[config.mk]
export PLATFORM = sky130hd
export DESIGN_NAME = ics_tap
export DESIGN_NICKNAME = d
export VERILOG_FILES = /design/src/rtl/ics_tap.sv
export SDC_FILE = /design/constraint.sdc
export NUM_CORES = 1
export LEC_CHECK = 0
export CAP_MARGIN = 20
export CELL_PAD_IN_SITES_DETAIL_PLACEMENT = 0
export CELL_PAD_IN_SITES_GLOBAL_PLACEMENT = 1
export CORE_MARGIN = 3
export CORE_UTILIZATION = 51
export DETAILED_ROUTE_END_ITERATION = 10
export PLACE_DENSITY_LB_ADDON = 0.05
export SLEW_MARGIN = 5
export SYNTH_ARGS = -nofsm -noshare
export SYNTH_HDL_FRONTEND = slang
export SYNTH_SLANG_ARGS = --single-unit
export TNS_END_PERCENT = 30
[constraint.sdc]
create_clock -name TCK -period 3.1 [get_ports TCK]
set_input_delay 0.775 -clock TCK [delete_from_list [all_inputs] [get_ports TCK]]
set_output_delay 0.775 -clock TCK [all_outputs]
set_load 0.1 [all_outputs]
[src/rtl/ics_tap.sv]
// ics_tap: JTAG TAP controller with IR, bypass, boundary-scan, IDCODE and BIST data registers.
// Define USERCODE_EN to build the 32-bit USERCODE data register selected by opcode 8.
`default_nettype none

module ics_tap #(
   parameter logic [31:0] IDCODE_VAL   = 32'h1495_11C3,
`ifdef USERCODE_EN
   parameter logic [31:0] USERCODE_VAL = 32'hA5A5_5A5B,
`endif
   parameter int          BSR_W        = 10
) (
   input  logic TCK,
   input  logic TRST,
   input  logic TMS,
   input  logic TDI,
   output logic TDO
);

   typedef enum logic [3:0] {
      TLR    = 4'hF, RTI    = 4'hC, SEL_DR = 4'h7, CAP_DR = 4'h6,
      SH_DR  = 4'h2, EX1_DR = 4'h1, PAU_DR = 4'h3, EX2_DR = 4'h0,
      UPD_DR = 4'h5, SEL_IR = 4'h4, CAP_IR = 4'hE, SH_IR  = 4'hA,
      EX1_IR = 4'h9, PAU_IR = 4'hB, EX2_IR = 4'h8, UPD_IR = 4'hD
   } tap_state_t;

   localparam logic [3:0] OP_BYPASS   = 4'hF;
   localparam logic [3:0] OP_SAMPLE   = 4'h1;
   localparam logic [3:0] OP_EXTEST   = 4'h2;
   localparam logic [3:0] OP_INTEST   = 4'h3;
   localparam logic [3:0] OP_RUNBIST  = 4'h4;
   localparam logic [3:0] OP_CLAMP    = 4'h5;
   localparam logic [3:0] OP_IDCODE   = 4'h7;
`ifdef USERCODE_EN
   localparam logic [3:0] OP_USERCODE = 4'h8;
`endif
   localparam logic [3:0] OP_HIGHZ    = 4'h9;

   localparam logic [2:0] DR_BYP  = 3'd0;
   localparam logic [2:0] DR_BSR  = 3'd1;
   localparam logic [2:0] DR_ID   = 3'd2;
   localparam logic [2:0] DR_BIST = 3'd4;
`ifdef USERCODE_EN
   localparam logic [2:0] DR_USR  = 3'd3;
`endif

   tap_state_t        state, state_nxt;
   logic [3:0]        ir, ir_sr;
   logic              bypass_sr;
   logic [BSR_W-1:0]  bsr_sr, pin_latch, pin_bus;
   logic [31:0]       id_sr;
`ifdef USERCODE_EN
   logic [31:0]       user_sr;
`endif
   logic [7:0]        bist_sr, bist_cnt;
   logic              pin_oe;
   logic [2:0]        dr_sel;
   logic              dr_lsb;

   // Looped-back pins read 0 while their drivers are disabled.
   assign pin_bus = pin_oe ? pin_latch : '0;

   always_ff @(posedge TCK) begin
      if (TRST) state <= TLR;
      else      state <= state_nxt;
   end

   always_comb begin
      state_nxt = state;
      case (state)
         TLR:    state_nxt = TMS ? TLR    : RTI;
         RTI:    state_nxt = TMS ? SEL_DR : RTI;
         SEL_DR: state_nxt = TMS ? SEL_IR : CAP_DR;
         CAP_DR: state_nxt = TMS ? EX1_DR : SH_DR;
         SH_DR:  state_nxt = TMS ? EX1_DR : SH_DR;
         EX1_DR: state_nxt = TMS ? UPD_DR : PAU_DR;
         PAU_DR: state_nxt = TMS ? EX2_DR : PAU_DR;
         EX2_DR: state_nxt = TMS ? UPD_DR : SH_DR;
         UPD_DR: state_nxt = TMS ? SEL_DR : RTI;
         SEL_IR: state_nxt = TMS ? TLR    : CAP_IR;
         CAP_IR: state_nxt = TMS ? EX1_IR : SH_IR;
         SH_IR:  state_nxt = TMS ? EX1_IR : SH_IR;
         EX1_IR: state_nxt = TMS ? UPD_IR : PAU_IR;
         PAU_IR: state_nxt = TMS ? EX2_IR : PAU_IR;
         EX2_IR: state_nxt = TMS ? UPD_IR : SH_IR;
         UPD_IR: state_nxt = TMS ? SEL_DR : RTI;
         default: state_nxt = TLR;
      endcase
   end

   always_comb begin
      dr_sel = DR_BYP;
      case (ir)
         OP_SAMPLE, OP_EXTEST, OP_INTEST: dr_sel = DR_BSR;
         OP_IDCODE:                       dr_sel = DR_ID;
         OP_RUNBIST:                      dr_sel = DR_BIST;
`ifdef USERCODE_EN
         OP_USERCODE:                     dr_sel = DR_USR;
`endif
         OP_BYPASS, OP_CLAMP, OP_HIGHZ:   dr_sel = DR_BYP;
         default:                         dr_sel = DR_BYP;
      endcase
   end

   always_comb begin
      dr_lsb = bypass_sr;
      case (dr_sel)
         DR_BSR:  dr_lsb = bsr_sr[0];
         DR_ID:   dr_lsb = id_sr[0];
         DR_BIST: dr_lsb = bist_sr[0];
`ifdef USERCODE_EN
         DR_USR:  dr_lsb = user_sr[0];
`endif
         default: dr_lsb = bypass_sr;
      endcase
   end

   always_ff @(posedge TCK) begin
      if (TRST) begin
         ir        <= OP_IDCODE;
         ir_sr     <= '0;
         bypass_sr <= 1'b0;
         bsr_sr    <= '0;
         id_sr     <= '0;
`ifdef USERCODE_EN
         user_sr   <= '0;
`endif
         bist_sr   <= '0;
         pin_latch <= '0;
         pin_oe    <= 1'b1;
         bist_cnt  <= '0;
      end else begin
         pin_oe <= (ir != OP_HIGHZ);
         case (state)
            TLR:    ir    <= OP_IDCODE;
            CAP_IR: ir_sr <= 4'b0001;
            SH_IR:  ir_sr <= {TDI, ir_sr[3:1]};
            UPD_IR: begin
               ir       <= ir_sr;
               bist_cnt <= '0;
            end
            RTI: begin
               if (ir == OP_RUNBIST && bist_cnt != 8'hFF)
                  bist_cnt <= bist_cnt + 8'd1;
            end
            CAP_DR: begin
               case (dr_sel)
                  DR_BSR:  bsr_sr    <= pin_bus;
                  DR_ID:   id_sr     <= IDCODE_VAL;
                  DR_BIST: bist_sr   <= bist_cnt;
`ifdef USERCODE_EN
                  DR_USR:  user_sr   <= USERCODE_VAL;
`endif
                  default: bypass_sr <= 1'b0;
               endcase
            end
            SH_DR: begin
               case (dr_sel)
                  DR_BSR:  bsr_sr    <= {TDI, bsr_sr[BSR_W-1:1]};
                  DR_ID:   id_sr     <= {TDI, id_sr[31:1]};
                  DR_BIST: bist_sr   <= {TDI, bist_sr[7:1]};
`ifdef USERCODE_EN
                  DR_USR:  user_sr   <= {TDI, user_sr[31:1]};
`endif
                  default: bypass_sr <= TDI;
               endcase
            end
            UPD_DR: begin
               if (dr_sel == DR_BSR && (ir == OP_EXTEST || ir == OP_INTEST))
                  pin_latch <= bsr_sr;
            end
            default: ;
         endcase
      end
   end

   always_ff @(negedge TCK) begin
      if (state == SH_IR)      TDO <= ir_sr[0];
      else if (state == SH_DR) TDO <= dr_lsb;
      else                     TDO <= 1'b0;
   end

endmodule

`default_nettype wire

==> results.ini, run 1 <==
[layout]
antennaDiodeCount = 0
final_core_util_pct = 58.0
fillers = 597
nets = 398
postLayoutCellArea_mm2 = 0.00377
areaGrowthSynthToFinish_pct = 7.76
drive_gt1_share_pct = 9.30

[worst_setup_path]
cp_num_cells = 1
critical-path-top-delay-family = flip-flops
cp_slowest_stage_delay_ps = 330
critPathRequiredTime_ps = 2320
critical_path_class = reg -> out
worstReg2RegEnd = TDO
crit_fanout = 1
rr_worst_depth = 4
rrSetupSlack_ps = 360
worst-path-buf-inv = 1
crit_path_start_kind = flop
crit_chain = buf_12
cp_slowest_cell = dfxtp_2
end_kind = output port
r2r-start = dr_sel[0]
cp_data_arrival_time_ps = 2440
endpoint = TDO
startpoint = TDO

[global_route]
grt_pass1_wl_um = 12200
grt_usage_pct = 19.7
antenna_found_initial = 0
overflow = 0
grt_max_degree = 44
grt_pass1_vias = 2660

[sta]
worst_clock_skew_ps = 44.4
tightest_slew_ps = 789
timing.slew.headroom_pct = 47.4
setup_ws_ps = -118
finalHoldViolCount = 0
rsz0062_at_grt = yes
final_max_slew_viol_count = 0
setup_viol_count_final = 1

[run_status]
status = finished with violations
violations = negative setup slack

[placed_design]
hpwlAfterDp_um = 4490
placed_area_mm2 = 0.00360
preCtsSetupSlack_ps = 279
portBuffers = 4
gp_congestion = 0.779

[drt]
vias = 2778
wl_per_cell_um = 14.5
first_iter_violations = 68
drc_errors = 0
routed_wl_um = 6900
viasPerCell = 5.85
ant_nets = 0
first_pass_iters = 4

[synth]
ys.flop_type = dfxtp_1
ys_types = 50
synthArstFlopShare_pct = 0
synth_seq_cells = 86
seq_area_frac_synth_pct = 49.2
yosysWarnings = 0
netlist_instances = 395
synth_edf_count = 0
avgSynthCellArea_um2 = 8.86
synth_fp_nets = 400
syn_area_mm2 = 0.00350

[job]
maxCapViolCount = 0

[clock_tree]
clkLatencyLatePin_ps = 390
cts_num_sinks = 86
cts_tree = done
postCtsSetupBuffers = 0
cts_buffers = 9
htree_levels = 3
hold_buffers = 0
clkTransAtPathRegs_ps = 80
root_buffer = clkbuf_8
cts_buffer_depth = 2

[hold_path]
min_path_type = reg -> reg

[floorplan]
dieArea_mm2 = 0.00789
core_mm2 = 0.00649
die_height_um = 88.8
ioPinCount = 5
die_w_um = 88.8
rows = 29
initial_core_util_pct = 53.9

[pwr]
irDropWorstVdd_mv = 0.451
power_density_mw_per_mm2 = 546
leakage_nw = 1.40

through the flow:
stage / hold WS [ps] / TNS, ps / power [W] / cells
global route: 467 / -155 / 0.00216 / 475
finish: 457 / -118 / 0.00206 / 475
floorplan: 415 / 0 / 0.00133 / 395
global placement: 439 / 0 / 0.00137 / 459
CTS: 458 / -128 / 0.00208 / 475
detailed placement: 439 / 0 / 0.00138 / 459
Yosys cell counts (all sizes together), types with 3 or more instances:
cell type	count	area [um2]
nand3	7	35.0
clkbuf	16	61.3
inv	4	15.0
a21o	4	30.0
a211o	3	27.5
nand2	25	96.4
a21oi	39	195
and3	5	31.3
nor2b	6	37.5
buf	12	66.3
a22oi	21	158
nor2	68	255
or3	13	81.3
nor3b	8	71.3
and2	3	18.8
nor4b	4	56.3
o22ai	12	75.1
mux2i	11	110
dfxtp	86	1720
o221ai	7	61.3
o21ai	8	40.0
nor3	5	25.0
per-layer routing:
layer | track usage, % | wire length, um
met1 | 26.7 | 3510
met2 | 30.4 | 3110
met3 | 4.84 | 218
met4 | 7.28 | 65
met5 | 0 | 0
worst min path at each step:
stage                from         end  slack (ps)  depth (start not counted)
4_1_cts             ir[0]      pin_oe         460                          1
3_3_place_gp   bist_sr[4]  bist_sr[4]         440                          2
2_1_floorplan       ir[0]      pin_oe         420                          1
6_report            ir[0]      pin_oe         460                          1
5_1_grt        bist_sr[2]  bist_sr[2]         470                          2
3_5_place_dp        ir[0]      pin_oe         440                          1
area by class of cell:
type / count / area (um2) / area share, %
sequential: 86 / 1720 / 45.7
multi-input combinational: 277 / 1630 / 43.3
clock buffer: 10 / 128 / 3.39
timing repair buffer: 15 / 128 / 3.39
tap: 77 / 96.3 / 2.56
clock inverter: 7 / 50.0 / 1.33
inverter: 3 / 11.3 / 0.299
worst reg2reg max path, delay by kind of cell, from the launching register on:
| kind | cells | cell delay [ps] |
|---|---|---|
| AO/OA/AOI/OAI | 3 | 630 |
| flip-flops | 1 | 350 |
| AND/OR/NAND/NOR | 1 | 150 |
layout by cell type (no fill, tap or decap), types with 8 or more instances in the layout:
cell / instances
o21ai_0: 8
nor2_1: 68
nand2_1: 24
a21oi_1: 39
a22oi_1: 21
or3_1: 13
dfxtp_1: 85
buf_4: 11
o22ai_1: 12
clkbuf_8: 9
mux2i_1: 11
registers in the layout, summed over array words and instances, names as in the netlist, 3 cells and up:
register   cells
bist_cnt       8
bist_sr        8
bsr_sr        10
dr_sel         3
id_sr         32
ir             4
ir_sr          4
pin_latch     10
state          4
power breakdown:
part           internal (W)  switching (W)  total (W)  leakage, nW
clock              0.000299       0.000413   0.000711       0.0886
sequential          0.00113      0.0000299    0.00116        0.696
combinational     0.0000738       0.000114   0.000187        0.619
total               0.00150       0.000556    0.00206         1.40
what timing repair did:
action	in CTS	in global routing
cloned	0	0
endpoints found under the setup margin	1	1
resized for setup	0	0
logic make-up after synthesis:
logic type      after synthesis  synth area share (%)
compound gates              110                  20.5
xor+xnor                      2                 0.501
fa+ha+maj                     1                 0.358
buf+inv                      32                  4.08
flops                        86                  49.2
mux                          11                  3.15
simple gates                153                  22.2
No activity file was read; power rests on OpenSTA's default activity.
==> run 2: changes to the inputs <==
--- a/config.mk
+++ b/config.mk
@@ -6,10 +6,8 @@
 export NUM_CORES = 1
 export LEC_CHECK = 0
 export CAP_MARGIN = 20
-export CELL_PAD_IN_SITES_DETAIL_PLACEMENT = 0
-export CELL_PAD_IN_SITES_GLOBAL_PLACEMENT = 1
 export CORE_MARGIN = 3
-export CORE_UTILIZATION = 51
+export CORE_UTILIZATION = 60
 export DETAILED_ROUTE_END_ITERATION = 10
 export PLACE_DENSITY_LB_ADDON = 0.05
 export SLEW_MARGIN = 5
==> results.ini, run 2 (synthesis results as in run 1) <==
[run_status]
status = finished with violations  ; unchanged
violations = negative setup slack  ; unchanged

[layout]
top_regs = id_sr: 32 flops, bsr_sr: 10 flops, pin_latch: 10 flops  ; unchanged
regArea_mm2 = 0.00172  ; unchanged
areaGrowthSynthToFinish_pct = 7.37  ; was 7.76%
nets = 397  ; was 398
multi_input_area_mm2 = 0.00163  ; unchanged
fillers = 490  ; was 597
drive_gt1_share_pct = 9.07  ; was 9.30%
largest_register = id_sr  ; unchanged
final_cell_mix = dfxtp_1, nor2_1, a21oi_1, nand2_1, a22oi_1  ; unchanged
antennaDiodeCount = 0  ; unchanged
final_common_cell = dfxtp_1  ; unchanged
largest_reg_flops = 32  ; unchanged

[worst_setup_path]
cp_data_arrival_time_ps = 2430  ; was 2440 ps
crit_fanout = 1  ; unchanged
end_kind = output port  ; unchanged
startpoint = TDO  ; unchanged
rrSetupSlack_ps = 390  ; was 360 ps
rr_worst_depth = 4  ; unchanged
critPathRequiredTime_ps = 2320  ; about the same
worstReg2RegEnd = TDO  ; unchanged
cp_slowest_stage_delay_ps = 330  ; about the same
crit_chain = buf_12  ; unchanged
cp_slowest_cell = dfxtp_2  ; unchanged
cp_num_cells = 1  ; unchanged
critical_path_class = reg -> out  ; unchanged
r2r-start = dr_sel[0]  ; unchanged
crit_path_start_kind = flop  ; unchanged
worst-path-buf-inv = 1  ; unchanged
critical-path-top-delay-family = flip-flops  ; unchanged
endpoint = TDO  ; unchanged

[global_route]
grt_usage_pct = 21.9  ; was 19.7%
overflow = 0  ; unchanged
grt_pass1_wl_um = 11500  ; was 12200 um
antenna_found_initial = 0  ; unchanged
grt_max_degree = 51  ; was 44
grt_pass1_vias = 2577  ; was 2660

[placed_design]
portBuffers = 4  ; unchanged
hpwlAfterDp_um = 4400  ; was 4490 um
gp_congestion = 0.808  ; was 0.779

[floorplan]
core_mm2 = 0.00557  ; was 0.00649 mm2
ioPinCount = 5  ; unchanged
die_w_um = 82.4  ; was 88.8 um
rows = 27  ; was 29
dieArea_mm2 = 0.00678  ; was 0.00789 mm2
die_height_um = 82.4  ; was 88.8 um
initial_core_util_pct = 62.8  ; was 53.9%

[clock_tree]
postCtsSetupBuffers = 0  ; unchanged
root_buffer = clkbuf_8  ; unchanged
cts_num_sinks = 86  ; unchanged
clkTransAtPathRegs_ps = 80  ; about the same
clkLatencyLatePin_ps = 380  ; was 390 ps
cts_buffer_depth = 2  ; unchanged
cts_tree = done  ; unchanged
cts_buffers = 9  ; unchanged
htree_levels = 3  ; unchanged

[job]
maxCapViolCount = 0  ; unchanged

[drt]
first_pass_iters = 4  ; unchanged
routed_wl_um = 6730  ; was 6900 um
ant_nets = 0  ; unchanged
first_iter_violations = 130  ; was 68
drc_errors = 0  ; unchanged
vias = 2776  ; was 2778
wl_per_cell_um = 14.4  ; was 14.5 um
viasPerCell = 5.92  ; was 5.85

[pwr]
irDropWorstVdd_mv = 0.367  ; was 0.451 mV
power_density_mw_per_mm2 = 543  ; was 546 mW/mm2
p_total_w = 0.00204  ; was 0.00206 W
leakage_nw = 1.39  ; was 1.40 nW

[sta]
finalHoldViolCount = 0  ; unchanged
timing.slew.headroom_pct = 45.5  ; was 47.4%
rsz0062_at_grt = yes  ; unchanged
setup_viol_count_final = 1  ; unchanged
worst_clock_skew_ps = 40.4  ; was 44.4 ps
final_max_slew_viol_count = 0  ; unchanged
setup_ws_ps = -105  ; was -118 ps
hold_ws_ps = 455  ; was 457 ps
tightest_slew_ps = 818  ; was 789 ps

[hold_path]
min_path_type = reg -> reg  ; unchanged

==> run 2: power breakdown <==
group          internal, W  leakage [nW]  switching (W)
Sequential         0.00113         0.696      0.0000301
Combinational    0.0000730         0.615       0.000112
Clock             0.000296        0.0844       0.000397
==> run 2: tightest hold or removal path: stages, from the launching register on <==
cell,delay [ps]
dfxtp_1,320
nand2_1,50
a21oi_1,50
==> run 2: routing by layer <==
layer / share of wire (%) / GRT usage [%] / up-vias
met4: 1.1 / 8.64 / 0
met2: 46 / 34.8 / 48
met1: 49 / 28.4 / 1311
met5: 0 / 0 / -
met3: 4.0 / 5.42 / 8
li1: - / - / 1409
==> run 2: final cells by class <==
type	count	share of cell area (%)
flip-flops and latches	86	45.9
inverters	3	0.300
well taps	72	2.40
clock inverters	7	1.33
multi-input cells	277	43.5
repair buffers	14	3.20
clock buffers	10	3.40
==> run 2: worst min path at each step <==
stage	cells after the start	startpoint	end	slack (ps)
after floorplan	1	ir[0]	pin_oe	420
after global placement	2	bist_sr[1]	bist_sr[1]	440
after detailed placement	1	ir[0]	pin_oe	440
after CTS	2	bist_sr[1]	bist_sr[1]	460
after global routing	2	bist_sr[6]	bist_sr[6]	470
final	2	bist_sr[1]	bist_sr[1]	460
==> run 2: repair_timing <==
action	4_1_cts	5_1_grt
setup endpoints to repair	1	1
hold buffers	0	0
gates resized for setup	0	0
endpoints found under the hold margin	0	0
==> run 2: metrics by stage <==
stage	util, %	instance area, um2	instances	setup slack (ps)	setup TNS [ps]
floorplan	-	3500	395	149	0
global placement	64.3	3580	453	288	0
detailed placement	64.3	3580	453	289	0
CTS	67.4	3760	469	-115	-115
global route	67.4	3760	469	-161	-161
finish	67.4	3760	469	-105	-105
